==> src/rtl/regfile_wb_arbiter_pkg.sv <==
// Shared types for the register-file write-side arbiter.
package regfile_wb_arbiter_pkg;

   localparam int unsigned XLEN     = 32;
   localparam int unsigned REG_SIZE = 32;
   localparam int unsigned REG_AW   = $clog2(REG_SIZE);

   typedef enum logic [1:0] {WB_SRC_NONE, WB_SRC_PIPE, WB_SRC_LL} wb_src_e;

   typedef struct packed {
      logic [REG_AW-1:0] rd;
      logic [XLEN-1:0]   data;
   } wb_req_t;

endpackage

==> src/rtl/wb_result_fifo.sv <==
// Small FIFO buffering long-latency write-back results; pointers carry one extra wrap bit.
module wb_result_fifo
   import regfile_wb_arbiter_pkg::*;
#(
   parameter int unsigned DEPTH = 4
) (
   input  logic    clk,
   input  logic    rst,
   input  logic    push,
   input  logic    pop,
   input  wb_req_t din,
   output wb_req_t dout,
   output logic    full,
   output logic    empty
);

   localparam int unsigned AW = $clog2(DEPTH);

   logic [AW:0] wr_ptr;
   logic [AW:0] rd_ptr;
   wb_req_t     mem [DEPTH];

   logic do_push;
   logic do_pop;

   always_comb begin
      empty   = (wr_ptr == rd_ptr);
      full    = (wr_ptr[AW] != rd_ptr[AW]) && (wr_ptr[AW-1:0] == rd_ptr[AW-1:0]);
      do_push = push && !full;
      do_pop  = pop && !empty;
      dout    = mem[rd_ptr[AW-1:0]];
   end

   always_ff @(posedge clk) begin
      if (rst) begin
         wr_ptr <= '0;
         rd_ptr <= '0;
      end else begin
         if (do_push) wr_ptr <= wr_ptr + (AW+1)'(1);
         if (do_pop)  rd_ptr <= rd_ptr + (AW+1)'(1);
      end
   end

   // Storage needs no reset; the pointers define what is valid.
   always_ff @(posedge clk) begin
      if (do_push) mem[wr_ptr[AW-1:0]] <= din;
   end

endmodule

==> src/rtl/regfile_wb_arbiter.sv <==
// Register-file write-port arbiter: pipeline WB vs buffered LL results, LL scoreboard, starvation hold.
// Optional build macro LL_BYPASS_EN lets an LL result skip an empty FIFO.
module regfile_wb_arbiter
   import regfile_wb_arbiter_pkg::*;
#(
   parameter int unsigned FIFO_DEPTH   = 4,
   parameter int unsigned STARVE_LIMIT = 8
) (
   input  logic              clk,
   input  logic              rst,
   input  logic              wb_valid,
   input  logic [REG_AW-1:0] wb_rd,
   input  logic [XLEN-1:0]   wb_data,
   input  logic              ll_valid,
   output logic              ll_ready,
   input  logic [REG_AW-1:0] ll_rd,
   input  logic [XLEN-1:0]   ll_data,
   input  logic              issue_valid,
   input  logic [REG_AW-1:0] issue_rd,
   input  logic [REG_AW-1:0] rs1,
   input  logic [REG_AW-1:0] rs2,
   output logic              rs1_busy,
   output logic              rs2_busy,
   output logic              wb_hold,
   output logic              RegWrite,
   output logic [REG_AW-1:0] rd,
   output logic [XLEN-1:0]   write_data
);

   localparam int unsigned SW = $clog2(STARVE_LIMIT + 1);

   logic                pipe_win;
   logic                fifo_full;
   logic                fifo_empty;
   logic                fifo_push;
   logic                fifo_pop;
   logic                ll_fire;
   logic                bypass_ok;
   logic                bypass;
   logic                ll_retire;
   wb_req_t             ll_req;
   wb_req_t             fifo_head;
   wb_src_e             out_src;
   logic [REG_SIZE-1:0] busy;
   logic [SW-1:0]       starve_cnt;

   // Port selection and LL handshake.
   always_comb begin
      pipe_win  = wb_valid && (wb_rd != '0);
      fifo_pop  = !pipe_win && !fifo_empty;
`ifdef LL_BYPASS_EN
      bypass_ok = !pipe_win && fifo_empty;
`else
      bypass_ok = 1'b0;
`endif
      ll_ready  = !rst && (!fifo_full || bypass_ok);
      ll_fire   = ll_valid && ll_ready;
      bypass    = ll_fire && bypass_ok;
      fifo_push = ll_fire && !bypass && (ll_rd != '0);
      ll_req    = '{rd: ll_rd, data: ll_data};
      ll_retire = RegWrite && (out_src == WB_SRC_LL);
      rs1_busy  = busy[rs1] && !(ll_retire && (rd == rs1));
      rs2_busy  = busy[rs2] && !(ll_retire && (rd == rs2));
      wb_hold   = !rst && (starve_cnt >= SW'(STARVE_LIMIT));
   end

   wb_result_fifo #(.DEPTH(FIFO_DEPTH)) u_fifo (
      .clk   (clk),
      .rst   (rst),
      .push  (fifo_push),
      .pop   (fifo_pop),
      .din   (ll_req),
      .dout  (fifo_head),
      .full  (fifo_full),
      .empty (fifo_empty)
   );

   // Registered write port; rd/write_data hold when idle.
   always_ff @(posedge clk) begin
      if (rst) begin
         RegWrite   <= 1'b0;
         rd         <= '0;
         write_data <= '0;
         out_src    <= WB_SRC_NONE;
      end else if (pipe_win) begin
         RegWrite   <= 1'b1;
         rd         <= wb_rd;
         write_data <= wb_data;
         out_src    <= WB_SRC_PIPE;
      end else if (fifo_pop) begin
         RegWrite   <= 1'b1;
         rd         <= fifo_head.rd;
         write_data <= fifo_head.data;
         out_src    <= WB_SRC_LL;
      end else if (bypass && (ll_rd != '0)) begin
         RegWrite   <= 1'b1;
         rd         <= ll_rd;
         write_data <= ll_data;
         out_src    <= WB_SRC_LL;
      end else begin
         RegWrite   <= 1'b0;
         out_src    <= WB_SRC_NONE;
      end
   end

   // Scoreboard: a same-cycle issue overrides the retire clear.
   always_ff @(posedge clk) begin
      if (rst) begin
         busy <= '0;
      end else begin
         if (ll_retire) busy[rd] <= 1'b0;
         if (issue_valid && (issue_rd != '0)) busy[issue_rd] <= 1'b1;
         busy[0] <= 1'b0;
      end
   end

   // Counts cycles the FIFO head is blocked by the pipeline.
   always_ff @(posedge clk) begin
      if (rst) begin
         starve_cnt <= '0;
      end else if (fifo_empty || fifo_pop) begin
         starve_cnt <= '0;
      end else if (pipe_win && (starve_cnt < SW'(STARVE_LIMIT))) begin
         starve_cnt <= starve_cnt + SW'(1);
      end
   end

   // A pipeline write to a register still owed by an LL op is an ID-stage bug.
   always_ff @(posedge clk) begin
      if (!rst) begin
         assert (!(pipe_win && busy[wb_rd] && !(ll_retire && (rd == wb_rd))))
            else $error("WAW: pipeline write to busy x%0d", wb_rd);
      end
   end

endmodule
==> config.mk <==
export PLATFORM = sky130hd
export DESIGN_NAME = regfile_wb_arbiter
export DESIGN_NICKNAME = d
export VERILOG_FILES = /design/src/rtl/regfile_wb_arbiter_pkg.sv /design/src/rtl/wb_result_fifo.sv /design/src/rtl/regfile_wb_arbiter.sv
export SDC_FILE = /design/constraint.sdc
export NUM_CORES = 1
export LEC_CHECK = 0
export CAP_MARGIN = 5
export CORE_MARGIN = 2
export CORE_UTILIZATION = 33
export DETAILED_ROUTE_END_ITERATION = 12
export MAX_ROUTING_LAYER = met4
export PLACE_DENSITY = 0.5
export SLEW_MARGIN = 20
export SYNTH_ARGS = -nofsm -noshare
export SYNTH_HDL_FRONTEND = slang
export SYNTH_SLANG_ARGS = --single-unit
==> constraint.sdc <==
create_clock -name clk -period 2.9 [get_ports clk]
set_input_delay 0.29 -clock clk [delete_from_list [all_inputs] [get_ports clk]]
set_output_delay 0.29 -clock clk [all_outputs]
set_load 0.02 [all_outputs]
-- Word-level counts from Yosys, hierarchy flattened
Memories as Yosys holds them, arrays and structs flattened. A register that Yosys moved wholly into a read port is not among the register bits.
Cells that the tools add are included.
- flip-flop bits (word level): 82
- RAM bits: 148
- input port bits: 94
- output and inout bits: 42
- logic and storage cells: 85
- memories: 1
- memory list (memory ; depth ; width ; read ports ; clocked after Yosys merged registers in ; write ports ; RTL line ; RTL):
    u_fifo.mem ; 4 ; 37 ; 1 ; 1 ; 1 ; wb_result_fifo.sv:21 ; wb_req_t mem [DEPTH];
- add/subtract/negate cells: 3
- $lt $le $gt $ge: 8
- equal/unequal tests: 6
- mux-type cells: 23
- bitwise operators: 3
- reductions and logical operators: 31
- operators with widths (cell ; number):
    2-to-1 mux 32 bit ; 5
    AND 32 bit ; 1
    inverter 32 bit ; 1
    bitwise OR 32 bit ; 1
    less-than comparator 5 x 6 -> 1 bit, second input constant ; 4
    logical AND 1 bit ; 18
    nonzero test 5 bit ; 3
    binary-select mux 1 bit (select 5 bit) ; 2
    demux 1 bit (select 5 bit) ; 2
    == test 5 bit ; 2
    greater-or-equal comparator 5 x 1 -> 1 bit, second input constant ; 2
    2-to-1 mux 5 bit ; 2
    2-to-1 mux 1 bit ; 9
    adder 3 x 1 -> 3 bit, second input constant ; 2
    logical NOT 1 bit ; 6
    2-to-1 mux 2 bit ; 3
    adder 4 x 1 -> 4 bit, second input constant ; 1
    greater-or-equal comparator 4 bit, second input constant ; 1
    less-than comparator 4 bit, second input constant ; 1
    OR reduction 2 bit ; 2
    == test 3 bit ; 1
    == test 2 bit ; 1
    == test 2 bit, second input constant ; 1
    nonzero test 2 bit ; 1
    other kinds (2) ; 2

-- Logic depth before layout (Yosys ltp)
- depth after elaboration: 10
- mapped depth: 6
- gate-level depth less buffers: 5

-- Modules after synthesis
A second synthesis with hierarchy kept.
- cells, all modules: 696
- area total of the unflattened synthesis: 9885.7 µm²
- modules (own cells, without submodules) (module ; times used ; cells an instance ; area each (µm²) ; seq. area each (µm²)):
    wb_result_fifo ; 1 ; 261 ; 5905.7 ; 4604.4
    regfile_wb_arbiter ; 1 ; 435 ; 3980.1 ; 1501.4

-- Least setup slack after synthesis
OpenSTA, ideal clock, no wires.
- path type: register to register
- start point: reg u_fifo.wr_ptr[0]
- end point: mem u_fifo.mem[3][0] (netlist bit), enable pin
- setup time: 0.399 ns
- data arrival time: 2.295 ns
- data required time: 2.501 ns
- setup slack: 0.206 ns
- cell stages (with the launch flop): 5
- path buffers: 0
- clock period less this slack: 2.694 ns
- cell sequence: dfxtp_1 > xnor2_1 > a31oi_1 > o311a_1 > and2_1
- cells in the longest elaborated chain, start to end: 9
- ends and longest elaborated chain (element ; RTL line ; RTL):
    start, declared ; wb_result_fifo.sv:19 ; logic [AW:0] wr_ptr;
    start signal, assigned ; wb_result_fifo.sv:39 ; if (do_push) wr_ptr <= wr_ptr + (AW+1)'(1);
    == test 2 bit ; wb_result_fifo.sv:28 ; full = (wr_ptr[AW] != rd_ptr[AW]) && (wr_ptr[AW-1:0] == rd_ptr[AW-1:0]);
    logical AND 1 bit ; wb_result_fifo.sv:28 ;
    logical NOT 1 bit ; regfile_wb_arbiter.sv:56 ; ll_ready = !rst && (!fifo_full || bypass_ok);
    logical AND 1 bit ; regfile_wb_arbiter.sv:56 ;
    named net ll_ready ; regfile_wb_arbiter.sv:15 ; output logic ll_ready,
    logical AND 1 bit ; regfile_wb_arbiter.sv:57 ; ll_fire = ll_valid && ll_ready;
    logical AND 1 bit ; regfile_wb_arbiter.sv:59 ; fifo_push = ll_fire && !bypass && (ll_rd != '0);
    logical AND 1 bit ; wb_result_fifo.sv:29 ; do_push = push && !full;
    2-to-1 mux 1 bit ; wb_result_fifo.sv:46 ; if (do_push) mem[wr_ptr[AW-1:0]] <= din;
    2-to-1 mux 1 bit (not written as such) ; wb_result_fifo.sv:46 ;
    end, declared ; wb_result_fifo.sv:21 ;
The timed path passes the listed nets, and every way through them passes these cells.

-- Final worst setup path
- start point: in rs1[1]
- end point: out rs1_busy
- cells in the longest elaborated chain, start to end: 4
- ends and longest elaborated chain (element ; RTL line ; RTL):
    start, declared ; regfile_wb_arbiter.sv:20 ; input logic [REG_AW-1:0] rs1,
    parallel branches: the longest is 3 deep, another holds binary-select mux 1 bit (select 5 bit) ; - ;
    logical AND 1 bit (*) ; regfile_wb_arbiter.sv:62 ; rs1_busy = busy[rs1] && !(ll_retire && (rd == rs1));
    end, declared ; regfile_wb_arbiter.sv:22 ; output logic rs1_busy,
Every way passes the cells marked *. The select of a mux whose other input is x is not followed.

==> key figures <==
Detailed routing
  – Detailed-router iteration count before antenna repair: 4
  – Starting DRT DRC Count: 358
  – DR DRC count: 0
  – Total via count after detailed routing: 6293
  – Post-detailed-route wirelength per cell: 19.07 um
  – Wire length reported by the detailed router: 23810 um
  – Routed vias/inst: 5.038
  – Antenna viol nets, final: 0

Synth
  – Mapped Area: 9564 um2
  – Count of different cell masters after synthesis: 44
  – Post-synthesis sequential area ratio: 63.84%
  – Ys flop type: edfxtp_1
  – Syn nets: 805
  – Asr flop ratio synth: 0%
  – EDFF count, synth: 148
  – Mapped Avg Cell Area: 13.59 um2
  – Post-synthesis sequential element count: 231
  – Yosys warning total: 0
  – Number of instances in the synthesized netlist: 704

Clock tree
  – Number of CTS-inserted buffers: 25
  – Post-CTS clock slew at the launch and capture registers of the worst setup and hold paths: 60 ps
  – Root buffer cell: clkbuf_16
  – Maximum clock insertion buffer count: 3
  – Post-CTS setup buffer count: 0
  – Number of resized instances in the post-cts repair step: 2
  – Clock Sinks: 231
  – Clock tree from TritonCTS: built
  – Hold-fix buffers at CTS: 0
  – Clock insertion delay at the later pin of the skew report: 520 ps
  – H-tree levels: 1

Global routing
  – Number of antenna violations at the first check in global routing: 1
  – Maximum number of pins on one net before global-route repair: 80
  – Wire length of the first global-routing pass: 37470 um
  – Met1 Track Usage GR: 20.65%
  – Met2 routing resource usage after global routing: 26.75%
  – Via count of the first global-routing pass: 6747
  – All-layer global routing usage: 16.19%
  – GRT Residual Overflow: 0
  – Met3 demand-to-capacity share in global routing: 2.865%
  – Global routing's busiest layer: met2

Place
  – Total of buffers placed on input and output ports: 135
  – Placed cell area: 11420 um2
  – Final weighted congestion of routability-driven global placement: 0.8452
  – Estimated wirelength of the detail-placed design: 15650 um

Worst hold path
  – Start point of the worst hold path: wb_data[3]
  – Hold Path Class: input pin to flop

Power and ir drop
  – Leak pwr: 4.060 nW
  – Max rail drop VDD: 422.6 uV
  – Total power after layout: 8.691 mW
  – Pwr Density: 709.4 nW/um2

Setup path
  – Critical path data arrival time: 2510 ps
  – Category of the worst setup path capture point: output port
  – CP Launch Type: input pin
  – Setup Crit Path Kind: input pin to output port
  – Crit-path max FO: 2
  – Reg-to-Reg Start: u_fifo.wr_ptr[0]$_SDFFE_PP0P_
  – Startpoint of the most critical setup path: rs1[1]
  – Worst Path Required: 2610 ps

STA
  – Worst slew pin tran: 1061 ps
  – Final setup skew: 11.45 ps
  – Max-slew violation count: 0
  – Setup repair after global routing missed its margin: no
  – Period Utilization, post-route: 96.43%
  – Count of endpoints failing hold in the final timing report: 0
  – Maximum operating frequency: 357.6 MHz
  – Headroom to the max-slew limit: 29.28%
  – Min Tclk post-route: 2796 ps
  – Setup-violating endpoint count in the final report: 0

Finish
  – Final-layout fill cell count: 2619
  – P&R area growth vs syn: 28.09%
  – NumNets Final: 946
  – Most used cells in the layout excluding fill and tap cells: 148 x edfxtp_1, 131 x clkdlybuf4s50_1, 108 x nand2_1
  – Post-route design area: 12250 um2
  – Share of cells above drive strength 1: 14.81%
  – Util after Layout: 42.80%
  – Most frequent standard cell in the layout excluding fill and tap cells: edfxtp_1

Floorplan
  – Width of the die: 174.2 um
  – Placement Rows: 62
  – Die boundary height: 174.2 um
  – Full die area: 30360 um2
  – Area of the core: 28630 um2
  – Number of I/O pins: 136
  – Starting density of the core: 33.41%

Flow run
  – Max-Cap Viols: 0

Status
  – Result of the run: complete, no violations
## power by group
part	switching [mW]	internal (mW)	leakage [nW]
logic	0.932	0.811	1.63
registers	0.142	3.68	2.03
clock network	1.24	1.89	0.402
total	2.31	6.38	4.06
## per-layer routing
layer / wire, um / up-vias
met5: 0 / -
met2: 11530 / 183
met3: 1469 / 30
met4: 400 / 0
met1: 10420 / 3137
li1: - / 2943
## registers in the layout, indices dropped and copies added (netlist names), named ones only
register / count
u_fifo.mem: 148
u_fifo.wr_ptr: 3
RegWrite: 1
busy: 31
write_data: 32
out_src: 2
rd: 5
u_fifo.rd_ptr: 3
starve_cnt: 4
## critical path, stage by stage
cell	delay, ps
clkdlybuf4s50_1	510
mux2_1	340
a221o_1	300
a311o_1	350
o41ai_1	70
nor3_1	100
clkdlybuf4s50_1	540
## synth_stat cells, drive strengths merged, types with 3 or more instances
master  number  share of area, %
nand3        8              0.42
nor2        55               2.2
nor3         4              0.21
a211oi       4              0.31
xnor2        9              0.82
mux2i        9              0.94
nand3b       8              0.63
nor3b        7              0.55
o21ai       33               1.8
inv          5              0.20
dfxtp       83                17
buf         23               1.2
xor2         8              0.73
clkbuf      24              0.94
a311oi      32               2.9
ha           7              0.92
edfxtp     148                46
and2         4              0.26
nand2      108               4.2
a21oi       35               1.8
mux2         6              0.71
nand2b       4              0.26
nor2b        5              0.33
mux4        49                12
o31ai        3              0.24
and3b        4              0.37
## metrics by stage
step / setup WS [ps] / std cells / hold WS, ps / setup TNS, ps
2_1_floorplan: 205.9 / 704 / 388.9 / 0
3_5_place_dp: -17.76 / 1202 / 469.1 / -34.35
5_1_grt: 3.245 / 1249 / 363.7 / 0
6_report: 103.6 / 1249 / 362.3 / 0
4_1_cts: 71.26 / 1248 / 349.9 / 0
3_3_place_gp: -4.378 / 1202 / 464.6 / -4.378
## path summary, 6_finish.rpt
check / end / slack (ps) / cells after the start
worst max-delay path: rs1_busy / 100 / 7
worst min-delay path: write_data[3]$_SDFFE_PP0P_ / 360 / 3
worst max register to register: u_fifo.mem[2][16]$_DFFE_PP_ / 480 / 4
worst min register to register: write_data[4]$_SDFFE_PP0P_ / 480 / 2
## kinds of logic (layout without fill, tap and decap cells)
| family | after synthesis | after routing | synth area share (%) |
|---|---|---|---|
| AO/OA/AOI/OAI | 117 | 117 | 8.032 |
| XOR/XNOR | 17 | 17 | 1.557 |
| adder cells (fa/ha/maj) | 7 | 7 | 0.9157 |
| buffers and inverters | 52 | 212 | 2.368 |
| flip-flops | 231 | 231 | 63.84 |
| multiplexers | 64 | 64 | 13.19 |
| other | 0 | 1 | 0 |
| AND/OR/NAND/NOR | 216 | 216 | 10.10 |
## final cells by class
type,count,area [um2],share of cell area [%]
well taps,384,480.5,3.922
clock buffers,41,765.7,6.251
diodes,1,2.502,0.02043
repair buffers,161,1579,12.89
flip-flops and latches,231,6108,49.86
clock inverters,5,56.30,0.4596
multi-input cells,421,3239,26.44
inverters,5,18.77,0.1532
Power figures use the tool's default switching activity.
